[config.mk]
export PLATFORM = sky130hd
export DESIGN_NAME = display_scan_ctrl
export DESIGN_NICKNAME = d
export VERILOG_FILES = /design/src/rtl/display_scan_ctrl.sv
export SDC_FILE = /design/constraint.sdc
export NUM_CORES = 1
export LEC_CHECK = 0
export BUFFER_PORTS_ARGS = -buffer_cell sky130_fd_sc_hd__buf_2
export CORE_UTILIZATION = 25
export DETAILED_ROUTE_END_ITERATION = 12
export SYNTH_ARGS = -nofsm -noshare
export SYNTH_HDL_FRONTEND = slang
export SYNTH_SLANG_ARGS = --single-unit
[constraint.sdc]
create_clock -name CLK -period 2.8 [get_ports CLK]
set_clock_uncertainty 0.1 [all_clocks]
set_input_delay 0.14 -clock CLK [delete_from_list [all_inputs] [get_ports CLK]]
set_output_delay 0.14 -clock CLK [all_outputs]
set_load 0.05 [all_outputs]
[src/rtl/display_scan_ctrl.sv]
// display_scan_ctrl: four-digit 7-segment scan controller.
// Divides CLK into DIV-cycle digit slots, steps SEL through 0..3, snapshots
// {DP_MASK, DIGITS} once per frame and presents the registered BCD/DP/BLANK
// for the current slot. Optional leading-zero blanking is enabled by
// defining LEADING_ZERO_SUPPRESS_EN.
module display_scan_ctrl #(
    parameter int unsigned DIV       = 100000,
    parameter int unsigned BLANK_CYC = 2000
) (
    input  logic        CLK,
    input  logic        RST,
    input  logic        EN,
    input  logic [15:0] DIGITS,
    input  logic [3:0]  DP_MASK,
    output logic [1:0]  SEL,
    output logic [3:0]  BCD,
    output logic        DP,
    output logic        BLANK,
    output logic        FRAME
);

    localparam int unsigned     CntW   = (DIV > 1) ? $clog2(DIV) : 1;
    localparam logic [CntW-1:0] CntMax = CntW'(DIV - 1);

    logic [CntW-1:0] cnt_q, cnt_d;
    logic [1:0]      sel_q, sel_d;
    logic [19:0]     snap_q, snap_d;  // {dp[3:0], digit3..digit0}
    logic [3:0]      bcd_q, bcd_d;
    logic            dp_q, dp_d;
    logic            blank_q, blank_d;
    logic            frame_q, frame_d;
    logic            tick;
    logic            wrap;
    logic            suppress;

    // Prescaler, digit index and once-per-frame snapshot.
    always_comb begin
        tick   = EN && (cnt_q == CntMax);
        wrap   = tick && (sel_q == 2'd3);
        cnt_d  = cnt_q;
        sel_d  = sel_q;
        snap_d = snap_q;
        if (tick) begin
            cnt_d = '0;
            sel_d = sel_q + 2'd1;
        end else if (EN) begin
            cnt_d = cnt_q + CntW'(1);
        end
        if (wrap) begin
            snap_d = {DP_MASK, DIGITS};
        end
    end

`ifdef LEADING_ZERO_SUPPRESS_EN
    // A slot is blanked when it and every higher digit are zero and its DP is off.
    always_comb begin
        suppress = 1'b0;
        case (sel_d)
            2'd3: suppress = (snap_d[15:12] == 4'h0) && !snap_d[19];
            2'd2: suppress = (snap_d[15:8] == 8'h00) && !snap_d[18];
            2'd1: suppress = (snap_d[15:4] == 12'h000) && !snap_d[17];
            default: suppress = 1'b0;
        endcase
    end
`else
    // Leading zeros are always shown.
    always_comb begin
        suppress = 1'b0;
    end
`endif

    // Outputs follow the post-edge index and snapshot so a new frame shows new data at once.
    always_comb begin
        bcd_d = 4'h0;
        case (sel_d)
            2'd0: bcd_d = snap_d[3:0];
            2'd1: bcd_d = snap_d[7:4];
            2'd2: bcd_d = snap_d[11:8];
            2'd3: bcd_d = snap_d[15:12];
            default: bcd_d = 4'h0;
        endcase
        dp_d    = snap_d[16 + int'(sel_d)];
        blank_d = !EN || (32'(cnt_d) < BLANK_CYC) || suppress;
        frame_d = wrap;
    end

    // State and output registers with asynchronous reset.
    always_ff @(posedge CLK or posedge RST) begin
        if (RST) begin
            cnt_q   <= '0;
            sel_q   <= 2'd0;
            snap_q  <= 20'h0;
            bcd_q   <= 4'h0;
            dp_q    <= 1'b0;
            blank_q <= 1'b1;
            frame_q <= 1'b0;
        end else begin
            cnt_q   <= cnt_d;
            sel_q   <= sel_d;
            snap_q  <= snap_d;
            bcd_q   <= bcd_d;
            dp_q    <= dp_d;
            blank_q <= blank_d;
            frame_q <= frame_d;
        end
    end

    assign SEL   = sel_q;
    assign BCD   = bcd_q;
    assign DP    = dp_q;
    assign BLANK = blank_q;
    assign FRAME = frame_q;

endmodule
==> results.yml, run 1 <==
synthesis:
  synth_seq_cells: 46
  synthCells: 231
  synth_area_leaders: "dfrtp_1, mux2_2, mux2i_1"
  seq_area_frac_synth_pct: 44.9
  yosysMostFrequentCell: "dfrtp_1"
  synthArstFlopShare_pct: 100
  ys_types: 54
  yosys-top-cells-count: "dfrtp_1, mux2_2, nor2_1"
  syn_nets: 256
  yosysTopAreaCell: "dfrtp_1"
  ys_warn_count: 0
  synth_top_area_share_pct: 43.9
  synthFlopType: "dfrtp_1"
  syn_avg_cell_area_um2: 11.1
  syn-cell-area_um2: 2560
  synth_edf_count: 0
place:
  dp_hpwl_um: 4030
  portBuffers: 31
  placedCellCount: 387
  place.gp.congestion: 0.799
  post_dp_cell_area_um2: 2860
power_and_ir_drop:
  p_total_mw: 1.53
  power.share.switching_pct: 28.9
  clockPowerShare_pct: 34.0
  vdd_drop_max_mv: 0.228
  power_leakage_nw: 1.47
  internal_power_mw: 1.09
  p_seq_share_pct: 52.0
  combPwrFrac_pct: 14.1
  power_density_nw_per_um2: 482
  p_sw_uw: 442
detailed_routing:
  firstDrtPassIters: 4
  viasPerCell: 4.44
  route.vias.total: 1843
  drc: 0
  detail-route-antenna-nets: 0
  routed_wl_um: 5460
  drtIter0Drc: 77
  wl_per_cell_um: 13.1
grt:
  antenna_found_initial: 0
  grt_pass1_vias: 1826
  grt_overflow: 0
  grt_max_degree: 47
  grt.total_usage_pct: 10.9
  grt_pass1_wl_um: 8850
sta:
  max_freq_ghz: 0.399
  slew_violations: 0
  setup_viol: 0
  tightestPinTransition_ns: 0.939
  max_slew_margin_pct: 37.3
  period_needed_ns: 2.50
  finalSetupTns_ns: 0
  finalHoldViolations: 0
  grt_setup_unrepaired: "no"
  period_share_pct: 89.4
critical_path:
  start_kind: "register"
  required_ns: 2.88
  rr_worst_depth: 8
  crit_type: "reg2reg"
  crit_arrival_ns: 2.59
  crit_fanout: 7
  end_kind: "register"
floorplanning:
  core_um2: 9860
  start_util_pct: 26.0
  die_w_um: 103
  dieArea_um2: 10700
  ioPinCount: 32
  placementRows: 36
  die_h_um: 103
job:
  maxCapViolCount: 0
clock_network:
  cts_root_buf: "clkbuf_8"
  cts_resized: 0
  clkTransAtPathRegs_ns: 0.10
  clock_tree.buffer_depth: 2
  clock_sinks: 46
  postCtsSetupBuffers: 0
  cts_tree: "done"
  cts_buffers: 5
  clock_latency_ns: 0.30
  htreeDepth: 2
final_layout:
  final_area_um2: 3180
  final_util_pct: 32.2
  n_antenna_cell: 0
  synthToLayoutAreaGrowth_pct: 23.8
  fillCellCount: 992
  drive_gt1_share_pct: 30.1
  final_cells: 415
  num-nets-final: 306
min_path:
  hp-class: "in2reg"
  worst_hold_path.num_cells: 3
outcome:
  status: "complete, no violations"
-- worst paths after layout --
check,slack (ns),start,end
setup reg to reg,0.30,cnt_q[0],DP
hold reg to reg,0.41,snap_q[15],snap_q[15]
setup / recovery,0.30,cnt_q[0],DP
min in group asynchronous,0.50,RST,snap_q[7]
max in group asynchronous,1.52,RST,BCD[3]
hold / removal,0.01,DIGITS[3],snap_q[3]
-- through the flow --
stage	hold slack [ns]	setup WS (ns)
2_1_floorplan	0.157	0.423
3_5_place_dp	0.288	0.293
6_report	0.0105	0.297
3_3_place_gp	0.279	0.400
5_1_grt	0.0122	0.0530
4_1_cts	0.00294	0.268
-- cell usage in the layout, fill, tap and decap left out, types with 7 or more instances in the layout --
cell	n
mux2i_1	11
mux2_2	25
nand2_1	17
xor2_1	7
nand3_1	7
dlygate4sd3_1	20
dfrtp_1	45
nor2_1	23
buf_2	31
xnor2_1	11
-- cells by family (layout without fill, tap and decap cells) --
kind of cell | count (synthesis) | after routing | share of synthesized area (%)
muxes | 41 | 41 | 19.0
adders and majority gates | 2 | 2 | 0.975
buffers and inverters | 22 | 73 | 4.54
AOI/OAI and AO/OA | 23 | 23 | 6.39
and+or+nand+nor | 78 | 78 | 16.9
DFF | 46 | 46 | 44.9
xor gates and xnor gates | 19 | 19 | 7.22
-- timing repair --
item                       in CTS  in global routing
hold endpoints to repair       63                  0
setup endpoints to repair       0                  0
hold buffers                   20                  0
-- cell type report --
class	count	area [um^2]	area share (%)
clock buffers	5	68.8	2.17
clock inverters	3	48.8	1.54
repair buffers	57	413	13.0
well taps	133	166	5.24
multi-input cells	163	1300	40.8
flip-flops and latches	46	1150	36.3
inverters	8	30.0	0.946
-- per-layer routing --
layer	routed length, um	share of wire (%)	GRT usage (%)
met1	2710	50	14.7
met2	2440	45	16.7
met3	209	3.8	2.35
met4	98	1.8	5.20
met5	0	0	0
-- state kept, by name (all words and copies together) (netlist names) --
register,count
SEL,2
DP,1
BCD,4
cnt_q,17
FRAME,1
snap_q,20
BLANK,1
-- worst max-delay path: stages (launching register included) --
cell and delay, ns:
dfrtp_1 0.40, ha_1 0.29, nand4_4 0.16, nor4_4 0.34, and2_4 0.28, mux2i_2 0.33
inv_2 0.10, a221oi_1 0.24, a22oi_1 0.13
-- power by group through the flow --
stage	sequential [mW]	combinational [mW]	clock, mW
2_1_floorplan	0.778	0.164	0
3_3_place_gp	0.805	0.193	0
3_5_place_dp	0.806	0.198	0
4_1_cts	0.795	0.218	0.535
5_1_grt	0.807	0.243	0.564
6_report	0.795	0.215	0.520
Power figures use the tool's default switching activity.
==> run 2: changes to the inputs <==
- SKIP_LAST_GASP: default -> 1
- clock period: 2.8 -> 3.1 ns (I/O delays scaled with it)
==> run 2 against run 1 <==
  * The run now ends with hold timing left
  * Sequential cell count unchanged
  * Critical path type unchanged
  * Wire length decreased by 1.9%
  * Hold slack got worse by 0.039 ns
  * Global-route usage increased by 0.22 points
  * Core utilization decreased by 1.2 points
==> results.yml, run 2 (synthesized netlist as in run 1, its figures left out) <==
outcome:
  status: "complete, but fails checks"
  violations: "hold timing"
critical_path:
  required_ns: 3.18
  crit_type: "reg2reg"
  crit_fanout: 14
  start_kind: "register"
  r2r_start: "cnt_q[0]"
  startpoint: "cnt_q[0]"
  r2r_slack_ns: 0.35
  end_kind: "register"
  crit_arrival_ns: 2.83
grt:
  grt_pass1_vias: 1773
  grt_max_degree: 47
  grt_pass1_wl_um: 8990
  grt_overflow: 0
  grt.total_usage_pct: 11.1
  antenna_found_initial: 0
job:
  maxCapViolCount: 0
floorplanning:
  ioPinCount: 32
  start_util_pct: 26.0
  die_h_um: 103
  core_um2: 9860
  die_w_um: 103
  placementRows: 36
  dieArea_um2: 10700
detailed_routing:
  firstDrtPassIters: 4
  viasPerCell: 4.56
  drtIter0Drc: 85
  detail-route-antenna-nets: 0
  drc: 0
  wl_per_cell_um: 13.2
  routed_wl_um: 5360
  route.vias.total: 1845
clock_network:
  clock_latency_ns: 0.30
  clock_tree.buffer_depth: 2
  clock_sinks: 46
  cts_resized: 0
  clkTransAtPathRegs_ns: 0.09
  htreeDepth: 2
  cts_root_buf: "clkbuf_8"
  cts_tree: "done"
  cts_buffers: 5
sta:
  max_slew_margin_pct: 35.0
  finalHoldViolations: 45
  period_share_pct: 88.8
  slew_violations: 0
  finalSetupTns_ns: 0
  grt_setup_unrepaired: "no"
  period_needed_ns: 2.75
  max_freq_ghz: 0.363
  hold_ws_ns: -0.0280
  tightestPinTransition_ns: 0.974
  postLayoutSetupSlackWorst_ns: 0.349
  setup_viol: 0
final_layout:
  num-nets-final: 296
  layout_commonest_cell: "dfrtp_1"
  drive_gt1_share_pct: 30.1
  synthToLayoutAreaGrowth_pct: 19.3
  largest_reg_flops: 20
  regMostFlops: "snap_q"
  multi_input_area_um2: 1300
  regArea_um2: 1150
  n_antenna_cell: 0
  fillCellCount: 1009
  mostFrequentLayoutCells: "dfrtp_1, buf_2, mux2_2"
min_path:
  hp-class: "in2async"
place:
  dp_hpwl_um: 3830
  dp_slack_ns: 0.346
  place.gp.congestion: 0.772
  portBuffers: 31
power_and_ir_drop:
  power_density_nw_per_um2: 422
  power_leakage_nw: 1.41
  vdd_drop_max_mv: 0.192
## run 2: worst paths after layout
kind / to / cells after the start
worst max-delay path: DP / 8
worst min-delay path: cnt_q[6] / 2
worst max register to register: DP / 8
worst min register to register: snap_q[3] / 2
max in group asynchronous: cnt_q[7] / 2
min in group CLK: snap_q[3] / 3
## run 2: layer usage
| layer | share of wire, % | up-vias | track usage, % |
|---|---|---|---|
| li1 | - | 905 | - |
| met3 | 4.2 | 5 | 2.76 |
| met1 | 49 | 902 | 15.3 |
| met4 | 1.2 | 0 | 5.09 |
| met5 | 0 | - | 0 |
| met2 | 46 | 33 | 16.6 |
## run 2: repair_timing
item	in CTS	in global routing
hold buffers	13	0
hold endpoints to repair	13	0
setup buffers	0	0
## run 2: power breakdown
part	leakage [nW]	switching (mW)	internal (mW)	total (mW)
combinational	0.748	0.100	0.0870	0.187
clock	0.0472	0.207	0.179	0.386
sequential	0.617	0.0725	0.644	0.717
## run 2: cell type report
cell class	count	area share, %
inverter	8	0.981
clock inverter	2	0.409
timing repair buffer	47	10.5
clock buffer	6	2.70
tap	133	5.44
sequential	46	37.7
multi-input combinational	163	42.4
## run 2: worst max-delay path, stage by stage (launching register included)
cell	delay [ns]
dfrtp_1	0.40
ha_1	0.29
nand4_4	0.17
nor4_4	0.34
and2_4	0.33
mux2i_2	0.50
inv_2	0.11
a221oi_1	0.25
a22oi_1	0.13
## run 2: through the flow
step	util, %	area, um^2	total power, mW	cells	hold slack, ns
floorplan	-	2560	0.851	231	0.172
global placement	28.7	2840	0.898	384	0.296
detailed placement	28.7	2840	0.905	384	0.302
CTS	31.0	3060	1.31	405	0.00338
global route	31.0	3060	1.37	405	0.00129
finish	31.0	3060	1.29	405	-0.0280
==> run 3: changes to the inputs <==
- CORE_ASPECT_RATIO: default -> 0.5
==> run 3 against run 2 <==
  * The flow still finishes with violations (hold timing)
  * First-iteration DRC count grew 24%
  * Critical path depth unchanged
  * Clock power up 56%
  * Final cell count fell by 2.5%
  * Sequential cell count is the same
  * Die area up 0.23%
  * Worst setup slack improved by 0.25 ns
==> results.yml, run 3 (synthesized netlist as in run 1, its figures left out) <==
critical_path:
  crit_type: "reg2reg"
  crit_arrival_ns: 2.59
  cpLargestDelayFamily: "simple AND/OR/NAND/NOR gates"
  r2r_start: "cnt_q[0]"
  start_kind: "register"
  cp_cell_sequence: "ha_1 -> nand4_4 -> nor4_4 -> and2_4 -> mux2i_2 -> buf_4 -> nand2_1 -> o32ai_1"
  crit_buf_inv: 1
  critPathSlowestCell: "dfrtp_1"
  r2r-end: "BCD[0]"
  required_ns: 3.19
  r2r_slack_ns: 0.60
  rr_worst_depth: 8
  end_kind: "register"
  crit_fanout: 14
  slowest_delay_ns: 0.39
job:
  maxCapViolCount: 0
clock_network:
  cts_buffers: 5
  cts_resized: 0
  clock_sinks: 46
  clkTransAtPathRegs_ns: 0.07
  postCtsSetupBuffers: 0
  clock_tree.buffer_depth: 2
  htreeDepth: 2
  clock_latency_ns: 0.29
  cts_tree: "done"
  cts_root_buf: "clkbuf_16"
  postCtsHoldBufs: 0
sta:
  max_freq_ghz: 0.400
  setup_viol: 0
  hold_ws_ns: -0.00112
  finalSetupTns_ns: 0
  finalHoldViolations: 1
  max_slew_margin_pct: 34.0
  grt_setup_unrepaired: "no"
  period_share_pct: 80.6
  period_needed_ns: 2.50
  slew_violations: 0
  tightestPinTransition_ns: 0.989
place:
  portBuffers: 31
  place.gp.congestion: 0.749
  dp_hpwl_um: 3950
grt:
  grt_pass1_vias: 1761
  grt_pass1_wl_um: 9050
  grt_max_degree: 47
  grt.total_usage_pct: 11.1
  grt_overflow: 0
  antenna_found_initial: 1
final_layout:
  synthToLayoutAreaGrowth_pct: 16.9
  largest_reg_flops: 20
  mostFrequentLayoutCells: "dfrtp_1, buf_2, mux2_2"
  layout_commonest_cell: "dfrtp_1"
  drive_gt1_share_pct: 31.9
  num-nets-final: 284
  regMostFlops: "snap_q"
  fillCellCount: 1019
  n_antenna_cell: 0
floorplanning:
  die_h_um: 73.6
  ioPinCount: 32
  placementRows: 25
  dieArea_um2: 10700
  start_util_pct: 26.5
  core_um2: 9700
  die_w_um: 145
detailed_routing:
  routed_wl_um: 5500
  drtIter0Drc: 105
  drc: 0
  detail-route-antenna-nets: 0
  route.vias.total: 1784
  firstDrtPassIters: 4
  viasPerCell: 4.52
  wl_per_cell_um: 13.9
outcome:
  status: "complete, but fails checks"
  violations: "hold timing"
power_and_ir_drop:
  power_density_nw_per_um2: 499
  p_total_mw: 1.49
  power_leakage_nw: 1.40
  vdd_drop_max_mv: 0.185
min_path:
  hp-class: "in2async"
run 3: changes by cell type in the layout (fill, tap and decap cells not counted):
| cell | before | now |
|---|---|---|
| buf_4 | 2 | 4 |
| clkinv_2 | 1 | 2 |
| clkinvlp_4 | 1 | 0 |
| dlygate4sd3_1 | 13 | 0 |
| buf_12 | 1 | 0 |
| clkbuf_16 | 0 | 5 |
| clkbuf_8 | 6 | 0 |
| bufinv_16 | 0 | 1 |
run 3: where the power goes:
part           leakage, nW  internal [mW]  total (mW)  switching, mW
registers            0.617          0.645       0.715         0.0699
logic                0.695         0.0765       0.176         0.0996
clock network       0.0836          0.377       0.604          0.226
run 3: layout make-up:
type | count | area (um^2) | area share, %
repair buffers | 35 | 185 | 6.18
clock inverters | 3 | 40.0 | 1.34
inverters | 8 | 30.0 | 1.00
well taps | 135 | 169 | 5.63
clock buffers | 5 | 125 | 4.17
multi-input cells | 163 | 1300 | 43.2
flip-flops and latches | 46 | 1150 | 38.4
run 3: routing by layer:
| metal | global-route usage [%] | share of wire [%] |
|---|---|---|
| met5 | 0 | 0.24 |
| met3 | 3.17 | 3.4 |
| met4 | 3.86 | 1.4 |
| met2 | 16.9 | 45 |
| met1 | 15.0 | 50 |
run 3: stage by stage:
stage	utilization, %	setup WS (ns)	cells	cell area, um^2	hold WS, ns
floorplan	-	0.723	231	2560	0.172
finish	30.9	0.600	395	3000	-0.00112
detailed placement	29.2	0.571	387	2830	0.307
global route	30.9	0.381	395	3000	0.00517
CTS	30.9	0.586	395	3000	0.00743
global placement	29.2	0.677	387	2830	0.303
run 3: worst max path at each step:
| stage | startpoint | to | depth (start not counted) |
|---|---|---|---|
| detailed placement | cnt_q[0] | BCD[0] | 8 |
| global placement | cnt_q[0] | BCD[0] | 8 |
| floorplan | cnt_q[0] | DP | 9 |
| CTS | cnt_q[0] | BCD[0] | 8 |
| finish | cnt_q[0] | BCD[0] | 8 |
| global route | cnt_q[0] | BCD[0] | 8 |
